--- src/rtl/vending_pkg.sv ---
// Shared definitions for the vending machine coin paths: amount width,
// coin denominations and the payout FSM state encoding.
package vending_pkg;

  localparam int AMT_W     = 5;
  localparam int COIN_FIVE = 5;
  localparam int COIN_TEN  = 10;

  typedef enum logic [2:0] {
    IDLE,
    SEL,
    REQ,
    DONE,
    JAM
  } state_t;

endpackage

--- src/rtl/change_dispenser_if.sv ---
// Coin hopper handshake: one coin_req per coin, denomination on coin_ten,
// hopper answers with coin_ack once the coin has dropped.
interface change_dispenser_if;

  logic coin_req;
  logic coin_ten;
  logic coin_ack;

  modport master (output coin_req, output coin_ten, input coin_ack);
  modport slave  (input coin_req, input coin_ten, output coin_ack);

endinterface

--- src/rtl/coin_stock.sv ---
// Coin stock counter: saturating add on refill, decrement that never goes
// below zero.
module coin_stock #(
  parameter int W    = 5,
  parameter int INIT = 5
) (
  input  logic         clk,
  input  logic         reset,
  input  logic         add_en,
  input  logic [W-1:0] add_amt,
  input  logic         dec,
  output logic [W-1:0] count
);

  logic [W:0] sum;

  always_comb begin
    sum = {1'b0, count} + {1'b0, add_amt};
  end

  always_ff @(posedge clk) begin
    if (reset) begin
      count <= W'(INIT);
    end else if (add_en) begin
      count <= sum[W] ? '1 : sum[W-1:0];
    end else if (dec && (count != '0)) begin
      count <= count - W'(1);
    end
  end

endmodule

--- src/rtl/change_dispenser.sv ---
// Change payout engine: loads a change amount from vending_mach and pays it
// out greedily (10 Rs then 5 Rs) over the hopper handshake.
module change_dispenser #(
  parameter int AMT_W       = vending_pkg::AMT_W,
  parameter int STOCK_W     = 5,
  parameter int INIT_TEN    = 5,
  parameter int INIT_FIVE   = 5,
  parameter int ACK_TIMEOUT = 15
) (
  input  logic               clk,
  input  logic               reset,
  input  logic               give,
  input  logic [AMT_W-1:0]   change,
  input  logic               refill,
  input  logic [STOCK_W-1:0] ten_added,
  input  logic [STOCK_W-1:0] five_added,
  change_dispenser_if.master hop,
  output logic               busy,
  output logic               done,
  output logic               short,
  output logic [AMT_W-1:0]   short_amt,
  output logic               jam,
  output logic [STOCK_W-1:0] ten_stock,
  output logic [STOCK_W-1:0] five_stock
);

  import vending_pkg::*;

  localparam int TMR_W = $clog2(ACK_TIMEOUT + 1);

  state_t             state;
  logic [AMT_W-1:0]   remaining;
  logic [TMR_W-1:0]   timer;
  logic               load;
  logic               add_en;
  logic               dec_ten;
  logic               dec_five;

  always_comb begin
    load     = (state == IDLE) && give && (change != '0);
    add_en   = (state == IDLE) && refill;
    dec_ten  = (state == REQ) && hop.coin_ack && hop.coin_ten;
    dec_five = (state == REQ) && hop.coin_ack && !hop.coin_ten;
  end

  // Refill lands on the same edge as a load, so SEL sees the new stock.
  coin_stock #(.W(STOCK_W), .INIT(INIT_TEN)) u_ten_stock (
    .clk     (clk),
    .reset   (reset),
    .add_en  (add_en),
    .add_amt (ten_added),
    .dec     (dec_ten),
    .count   (ten_stock)
  );

  coin_stock #(.W(STOCK_W), .INIT(INIT_FIVE)) u_five_stock (
    .clk     (clk),
    .reset   (reset),
    .add_en  (add_en),
    .add_amt (five_added),
    .dec     (dec_five),
    .count   (five_stock)
  );

  always_ff @(posedge clk) begin
    if (reset) begin
      state        <= IDLE;
      remaining    <= '0;
      timer        <= '0;
      hop.coin_req <= 1'b0;
      hop.coin_ten <= 1'b0;
      busy         <= 1'b0;
      done         <= 1'b0;
      short        <= 1'b0;
      short_amt    <= '0;
      jam          <= 1'b0;
    end else begin
      done <= 1'b0;
      case (state)
        IDLE: begin
          if (load) begin
            remaining <= change;
            short     <= 1'b0;
            short_amt <= '0;
            busy      <= 1'b1;
            state     <= SEL;
          end
        end
        SEL: begin
          timer <= '0;
          if (remaining == '0) begin
            busy  <= 1'b0;
            state <= DONE;
          end else if ((remaining >= AMT_W'(COIN_TEN)) && (ten_stock != '0)) begin
            hop.coin_req <= 1'b1;
            hop.coin_ten <= 1'b1;
            state        <= REQ;
          end else if ((remaining >= AMT_W'(COIN_FIVE)) && (five_stock != '0)) begin
            hop.coin_req <= 1'b1;
            hop.coin_ten <= 1'b0;
            state        <= REQ;
          end else begin
            short     <= 1'b1;
            short_amt <= remaining;
            busy      <= 1'b0;
            state     <= DONE;
          end
        end
        REQ: begin
          // An ack on the last timeout cycle still counts as a delivered coin.
          if (hop.coin_ack) begin
            hop.coin_req <= 1'b0;
            remaining    <= remaining - (hop.coin_ten ? AMT_W'(COIN_TEN) : AMT_W'(COIN_FIVE));
            state        <= SEL;
          end else if (timer == TMR_W'(ACK_TIMEOUT - 1)) begin
            hop.coin_req <= 1'b0;
            busy         <= 1'b0;
            jam          <= 1'b1;
            state        <= JAM;
          end else begin
            timer <= timer + TMR_W'(1);
          end
        end
        DONE: begin
          done  <= 1'b1;
          state <= IDLE;
        end
        JAM: begin
          state <= JAM;
        end
        default: begin
          state <= IDLE;
        end
      endcase
    end
  end

endmodule

--- src/flat_wrapper.sv ---
// flat-port wrapper written by rule: the top's interface ports become plain ports
module change_dispenser_flat import vending_pkg::*;
#(
  parameter int AMT_W       = vending_pkg::AMT_W,
  parameter int STOCK_W     = 5,
  parameter int INIT_TEN    = 5,
  parameter int INIT_FIVE   = 5,
  parameter int ACK_TIMEOUT = 15
)
  (clk, reset, give, change, refill, ten_added, five_added, busy, done, short, short_amt, jam, ten_stock, five_stock, hop_coin_req, hop_coin_ten, hop_coin_ack);
  change_dispenser_if hop_i ();
  input  logic clk;
  input  logic reset;
  input  logic give;
  input  logic [AMT_W-1:0] change;
  input  logic refill;
  input  logic [STOCK_W-1:0] ten_added;
  input  logic [STOCK_W-1:0] five_added;
  output logic busy;
  output logic done;
  output logic short;
  output logic [AMT_W-1:0] short_amt;
  output logic jam;
  output logic [STOCK_W-1:0] ten_stock;
  output logic [STOCK_W-1:0] five_stock;
  output wire logic [$bits(hop_i.coin_req)-1:0] hop_coin_req;
  output wire logic [$bits(hop_i.coin_ten)-1:0] hop_coin_ten;
  input wire logic [$bits(hop_i.coin_ack)-1:0] hop_coin_ack;
  assign hop_coin_req = hop_i.coin_req;
  assign hop_coin_ten = hop_i.coin_ten;
  assign hop_i.coin_ack = hop_coin_ack;
  change_dispenser #(.AMT_W(AMT_W), .STOCK_W(STOCK_W), .INIT_TEN(INIT_TEN), .INIT_FIVE(INIT_FIVE), .ACK_TIMEOUT(ACK_TIMEOUT)) u_core (.clk(clk), .reset(reset), .give(give), .change(change), .refill(refill), .ten_added(ten_added), .five_added(five_added), .hop(hop_i), .busy(busy), .done(done), .short(short), .short_amt(short_amt), .jam(jam), .ten_stock(ten_stock), .five_stock(five_stock));
endmodule
--- config.mk ---
export PLATFORM = sky130hd
export DESIGN_NAME = change_dispenser_flat
export DESIGN_NICKNAME = d
export VERILOG_FILES = /design/src/rtl/vending_pkg.sv /design/src/rtl/change_dispenser_if.sv /design/src/rtl/coin_stock.sv /design/src/rtl/change_dispenser.sv /design/src/flat_wrapper.sv
export SDC_FILE = /design/constraint.sdc
export NUM_CORES = 1
export LEC_CHECK = 0
export ABC_AREA = 1
export BUFFER_PORTS_ARGS = -buffer_cell sky130_fd_sc_hd__buf_2
export CAP_MARGIN = 20
export CORE_ASPECT_RATIO = 0.75
export CORE_MARGIN = 2
export CORE_UTILIZATION = 51
export CTS_CLUSTER_DIAMETER = 40
export CTS_CLUSTER_SIZE = 24
export DETAILED_ROUTE_END_ITERATION = 10
export GPL_ROUTABILITY_DRIVEN = 1
export MAX_ROUTING_LAYER = met4
export PLACE_DENSITY_LB_ADDON = 0.2
export SLEW_MARGIN = 5
export SYNTH_ARGS = -nofsm -noshare
export SYNTH_HDL_FRONTEND = slang
export SYNTH_SLANG_ARGS = --single-unit
--- constraint.sdc ---
create_clock -name clk -period 1.75 [get_ports clk]
set_clock_uncertainty 0.1 [all_clocks]
set_input_delay 0.175 -clock clk [delete_from_list [all_inputs] [get_ports clk]]
set_output_delay 0.175 -clock clk [all_outputs]
set_load 0.01 [all_outputs]
==> impl_metrics.env, run 1 <==
export IMPL_status="completed"
export IMPL_synth_top_family_by_area="simple AND/OR/NAND/NOR gates"
export IMPL_core_area_um2=4440
export IMPL_dieArea_um2=5180
export IMPL_min_period_ns=1.68
export IMPL_leakagePower_nw=1.44
export IMPL_io_buffers=40
export IMPL_synthTopCellsByArea="dfxtp_1 28%, ha_1 11%, nand2_1 9.4%"
export IMPL_vdd_ir_drop_worst_uv=928
export IMPL_syn_cell_area_um2=2350
export IMPL_synth_adder_area_share_pct=13.2
export IMPL_grt_pass1_wl_mm=9.77
export IMPL_fin_setup_tns_ns=0
export IMPL_cts_sinks=33
export IMPL_n_antenna_cell=0
export IMPL_vias=2365
export IMPL_hold_viol_final=0
export IMPL_die_width_um=82.4
export IMPL_antenna_left=0
export IMPL_route_detailed_drc=0
export IMPL_via_per_inst=5.28
export IMPL_h_tree_depth=2
export IMPL_area_growth_pct=25.9
export IMPL_routedWlPerCell_um=13.1
export IMPL_mostFrequentLayoutCell="nand2_1"
export IMPL_cap_violations=0
export IMPL_ys_ff_latch=33
export IMPL_drtIter0Drc=154
export IMPL_final_nets=433
export IMPL_syn_inst=329
export IMPL_place_hpwl_mm=4.32
export IMPL_cts_buffers=5
export IMPL_end_kind="flop"
export IMPL_yosys_area_top_type="dfxtp_1"
export IMPL_critPathKind="flop to flop"
export IMPL_grt_pass1_vias=2122
export IMPL_start_kind="flop"
export IMPL_gp_congestion=0.860
export IMPL_synth_cell_types=33
export IMPL_cts_root_buf="clkbuf_8"
export IMPL_place_ws_ns=0.00834
export IMPL_overflow=0
export IMPL_syn_area_per_cell_um2=7.15
export IMPL_synth_xor_xnor_area_share_pct=4.10
export IMPL_hp_class="input pin to flop"
export IMPL_slew_violations=0
export IMPL_fin_cells=448
export IMPL_dp_cells=436
export IMPL_postSynthNetCount=372
export IMPL_synth_compound_area_share_pct=14.5
export IMPL_layout_common_cells="57 x nand2_1, 40 x buf_2, 32 x inv_1"
export IMPL_grt_max_degree=20
export IMPL_synthMuxAreaShare_pct=0
export IMPL_synth_top_area_share_pct=28.1
export IMPL_cts_tree="done"
export IMPL_powerDensity_nw_per_um2=1490
export IMPL_clk_latency_ns=0.29
export IMPL_drt_pre_antenna_iters=5
export IMPL_setup_viol=0
export IMPL_arrival_ns=1.73
export IMPL_yosysWarnings=0
export IMPL_timing_final_ws_setup_ns=0.0731
export IMPL_worst_slew_pin_slew_ns=0.427
export IMPL_grt_antenna_before_repair=0
export IMPL_start_util_pct=53.0
export IMPL_drive_gt1_share_pct=29.9
export IMPL_worstPathRequired_ns=1.81
export IMPL_grt_use_total_pct=24.5
export IMPL_final_util_pct=66.7
export IMPL_clk_pin_slew_ns=0.08
export IMPL_hold_buffers=0
export IMPL_die_height_um=62.8
export IMPL_fillers=406
export IMPL_path_max_fanout=5
export IMPL_fin_crit_sh_pct=95.8
export IMPL_ys_seq_area_share_pct=28.1
export IMPL_yosys_area_share_simple_pct=32.0
export IMPL_fmax_mhz=596
export IMPL_drt_wl_total_mm=5.89
export IMPL_clockBufferDepth=2
export IMPL_core_rowCount=21
export IMPL_total_power_mw=4.42
export IMPL_num_io_pins=41
export IMPL_relSlewSlack_pct=71.5
export IMPL_r2r_slack_ns=0.07
==> per-layer routing <==
| layer | wire length, um | global-route usage, % | vias up |
|---|---|---|---|
| met4 | 68 | 6.46 | 0 |
| met5 | 0 | - | - |
| met2 | 2460 | 34.3 | 66 |
| li1 | - | - | 1225 |
| met1 | 3070 | 35.8 | 1065 |
| met3 | 289 | 4.48 | 9 |
==> worst paths after layout <==
kind | cells after the start | from | endpoint
max reg2reg | 7 | u_core.u_ten_stock.count[0]$_SDFFE_PP1P_ | u_core.u_ten_stock.count[2]$_SDFFE_PP1P_
min | 3 | change[1] | u_core.remaining[1]$_SDFFE_PP0P_
min reg2reg | 2 | u_core.jam$_SDFFE_PP0P_ | u_core.jam$_SDFFE_PP0P_
max | 7 | u_core.u_ten_stock.count[0]$_SDFFE_PP1P_ | u_core.u_ten_stock.count[2]$_SDFFE_PP1P_
==> layout make-up <==
type / count / area, um2 / area share [%]
clock buffers: 7 / 86.3 / 2.92
clock inverters: 1 / 30.0 / 1.01
inverters: 38 / 148 / 4.99
multi-input cells: 252 / 1600 / 54.1
flip-flops and latches: 33 / 673 / 22.7
well taps: 57 / 71.3 / 2.41
repair buffers: 60 / 350 / 11.8
==> cells by family (layout without fill, tap and decap cells) <==
group	Yosys count	after routing
adder cells (fa/ha/maj)	23	23
buffers and inverters	44	106
AND/OR/NAND/NOR	156	156
XOR/XNOR	11	11
AO/OA/AOI/OAI	62	62
flip-flops	33	33
==> per-stage QoR <==
stage / hold WS (ns) / instance area, um2
final: 0.0541 / 2960
after global routing: 0.0574 / 2960
after CTS: 0.0490 / 2820
after detailed placement: 0.357 / 2700
after global placement: 0.337 / 2700
after floorplan: 0.234 / 2350
==> worst max-delay path: stages, from the launching register on <==
cell     delay, ns
dfxtp_4       0.37
ha_4          0.17
fa_2          0.41
buf_4         0.16
xnor2_2       0.11
nand3_1       0.10
nand3_1       0.08
nand3_1       0.06
==> Yosys cell counts <==
| cell type | n |
|---|---|
| or2_2 | 5 |
| a21oi_1 | 31 |
| xor2_1 | 6 |
| o211ai_1 | 2 |
| inv_4 | 1 |
| o21bai_1 | 1 |
| nand2_1 | 59 |
| nand3_2 | 2 |
| o31ai_1 | 1 |
| buf_6 | 3 |
| nand3_1 | 29 |
| nor2_1 | 29 |
| and3_1 | 2 |
| nand3_4 | 1 |
| a31oi_1 | 6 |
| a211oi_1 | 1 |
| nand4_1 | 9 |
| nor2_4 | 2 |
| xnor2_1 | 5 |
| clkbuf_1 | 3 |
| nor3_1 | 6 |
| nand2_2 | 7 |
| nor3b_1 | 1 |
| dfxtp_1 | 33 |
| ha_1 | 20 |
| inv_2 | 3 |
| nand3b_1 | 1 |
| fa_1 | 3 |
| o21ai_0 | 19 |
| o21ai_4 | 1 |
| nand2_4 | 2 |
| inv_1 | 34 |
| nor2_2 | 1 |
==> where the power goes <==
part | total, mW | switching [mW] | internal [mW] | leakage, nW
clock network | 0.757 | 0.293 | 0.465 | 0.0585
registers | 1.13 | 0.183 | 0.943 | 0.273
logic | 2.54 | 1.50 | 1.04 | 1.11
==> timing repair <==
action,CTS,global route
pin swaps,0,8
resized for setup,1,32
cloned,0,0
setup buffers,0,4
setup endpoints to repair,1,19
==> state kept, by name (all words and copies together), names as in the netlist, 3 cells and up <==
name / flops
u_core.u_ten_stock.count: 5
u_core.timer: 4
u_core.short_amt: 5
u_core.state: 3
u_core.remaining: 5
u_core.u_five_stock.count: 5
Power figures use the tool's default switching activity.
==> inputs of run 2 (changes only) <==
--- a/config.mk
+++ b/config.mk
@@ -10,7 +10,7 @@
 export CAP_MARGIN = 20
 export CORE_ASPECT_RATIO = 0.75
 export CORE_MARGIN = 2
-export CORE_UTILIZATION = 51
+export CORE_UTILIZATION = 55
 export CTS_CLUSTER_DIAMETER = 40
 export CTS_CLUSTER_SIZE = 24
 export DETAILED_ROUTE_END_ITERATION = 10
==> constraint.sdc (replaced) <==
create_clock -name clk -period 1.6 [get_ports clk]
set_clock_uncertainty 0.1 [all_clocks]
set_input_delay 0.16 -clock clk [delete_from_list [all_inputs] [get_ports clk]]
set_output_delay 0.16 -clock clk [all_outputs]
set_load 0.01 [all_outputs]
==> impl_metrics.env, run 2 (synthesis results as in run 1) <==
export IMPL_setup_viol=2
export IMPL_final_nets=454
export IMPL_drive_gt1_share_pct=43.0
export IMPL_r2r_start="u_core.hop.coin_ten$_SDFFE_PP0P_"
export IMPL_fin_cells=467
export IMPL_cts_sinks=33
export IMPL_fmax_mhz=586
export IMPL_core_rowCount=20
export IMPL_overflow=0
export IMPL_total_power_mw=5.42
export IMPL_cts_root_buf="clkbuf_8"
export IMPL_num_io_pins=41
export IMPL_mostFrequentLayoutCell="nand2_1"
export IMPL_hold_viol_final=0
export IMPL_grt_pass1_wl_mm=10.2
export IMPL_grt_use_total_pct=27.9
export IMPL_arrival_ns=1.78
export IMPL_place_hpwl_mm=4.49
export IMPL_fin_crit_sh_pct=107
export IMPL_die_height_um=60.6
export IMPL_start_kind="flop"
export IMPL_gp_congestion=0.882
export IMPL_grt_max_degree=20
export IMPL_worst_path_largest_cell_delay_ns=0.37
export IMPL_drt_pre_antenna_iters=4
export IMPL_cp_top_family="compound AO/OA/AOI/OAI gates"
export IMPL_worst_slew_pin_slew_ns=0.454
export IMPL_worstHoldStart="change[0]"
export IMPL_fin_hold_ws_ns=0.0467
export IMPL_worstPathRequired_ns=1.67
export IMPL_hold_buffers=0
export IMPL_end_kind="flop"
export IMPL_status="finished with violations"
export IMPL_vias=2577
export IMPL_die_width_um=79.5
export IMPL_dieArea_um2=4820
export IMPL_route_detailed_drc=0
export IMPL_vdd_ir_drop_worst_uv=963
export IMPL_clk_pin_slew_ns=0.07
export IMPL_drtIter0Drc=191
export IMPL_cp_common_cell="a21oi_2"
export IMPL_stdcell_area_um2=3310
export IMPL_antenna_left=0
export IMPL_cp_slowest_cell="dfxtp_4"
export IMPL_core_area_um2=4080
export IMPL_critPathKind="flop to flop"
export IMPL_relSlewSlack_pct=69.7
export IMPL_grt_pass1_vias=2276
export IMPL_clockBufferDepth=2
export IMPL_path_buf_inv=1
export IMPL_cts_tree="done"
export IMPL_routedWlPerCell_um=14.6
export IMPL_path_max_fanout=5
export IMPL_startpoint="u_core.hop.coin_ten$_SDFFE_PP0P_"
export IMPL_h_tree_depth=2
export IMPL_n_antenna_cell=0
export IMPL_drt_wl_total_mm=6.81
export IMPL_powerDensity_nw_per_um2=1640
export IMPL_layout_common_cells="51 x nand2_1, 40 x buf_2, 39 x buf_4"
export IMPL_fin_setup_tns_ns=-0.164
export IMPL_timing_final_ws_setup_ns=-0.105
export IMPL_grt_antenna_before_repair=0
export IMPL_start_util_pct=57.7
export IMPL_leakagePower_nw=1.54
export IMPL_rsz0062_at_grt="yes"
export IMPL_clk_latency_ns=0.29
export IMPL_min_period_ns=1.71
export IMPL_slew_violations=0
export IMPL_post_dp_cell_area_um2=2900
export IMPL_path_cells="buf_4 -> ha_4 -> a21oi_2 -> nand2_2 -> a21oi_2 -> o21ai_2 -> nand3_1 -> a21oi_1"
export IMPL_io_buffers=40
export IMPL_dp_cells=456
export IMPL_via_per_inst=5.52
export IMPL_area_growth_pct=40.5
export IMPL_cts_buffers=5
export IMPL_cap_violations=0
export IMPL_violations="setup timing"
export IMPL_hp_class="input pin to flop"
[run 2: changes by cell type in the layout (fill, tap and decap cells not counted), moves of 6 or more]
cell / change
inv_1: -6
nand2_1: -6
dfxtp_1: -8
ha_4: +8
ha_1: -9
buf_4: +19
dfxtp_2: +7
[run 2: final cells by class]
class | instances | area [um2]
fillers | 279 | 773
repair buffers | 81 | 524
flip-flops and latches | 33 | 686
well taps | 55 | 68.8
clock buffers | 8 | 111
multi-input cells | 252 | 1770
inverters | 38 | 150
[run 2: worst paths after layout]
| kind | end | slack [ns] | cells after the start |
|---|---|---|---|
| max | u_core.remaining[3]$_SDFFE_PP0P_ | -0.11 | 8 |
| min | u_core.remaining[0]$_SDFFE_PP0P_ | 0.05 | 3 |
| max reg2reg | u_core.remaining[3]$_SDFFE_PP0P_ | -0.11 | 8 |
| min reg2reg | u_core.short$_SDFFE_PP0P_ | 0.36 | 2 |
[run 2: metrics by stage]
step                util [%]  worst slack, ns
CTS                     75.2          -0.0175
detailed placement      71.0          -0.0428
floorplan                  -         -0.00702
global placement        71.0          -0.0569
global route            81.0           -0.123
finish                  81.0           -0.105
[run 2: timing repair]
item	in CTS	in global routing
setup endpoints to repair	19	25
buffers inserted	1	2
pin swaps	3	18
resized for setup	17	60
[run 2: routing by layer]
| layer | vias up | track usage (%) | share of wire (%) |
|---|---|---|---|
| met5 | - | - | 0 |
| met4 | 0 | 8.62 | 3.6 |
| met3 | 25 | 5.36 | 6.8 |
| met2 | 104 | 42.0 | 44 |
| met1 | 1173 | 38.2 | 45 |
| li1 | 1275 | - | - |
[run 2: tightest hold or removal path, stage by stage]
cell	delay [ns]
buf_2	0.11
nand2_1	0.06
a31oi_1	0.07
[run 2: power breakdown]
part	switching, mW	internal [mW]	leakage [nW]
Combinational	1.86	1.51	1.21
Sequential	0.238	1.05	0.273
Clock	0.310	0.445	0.0566
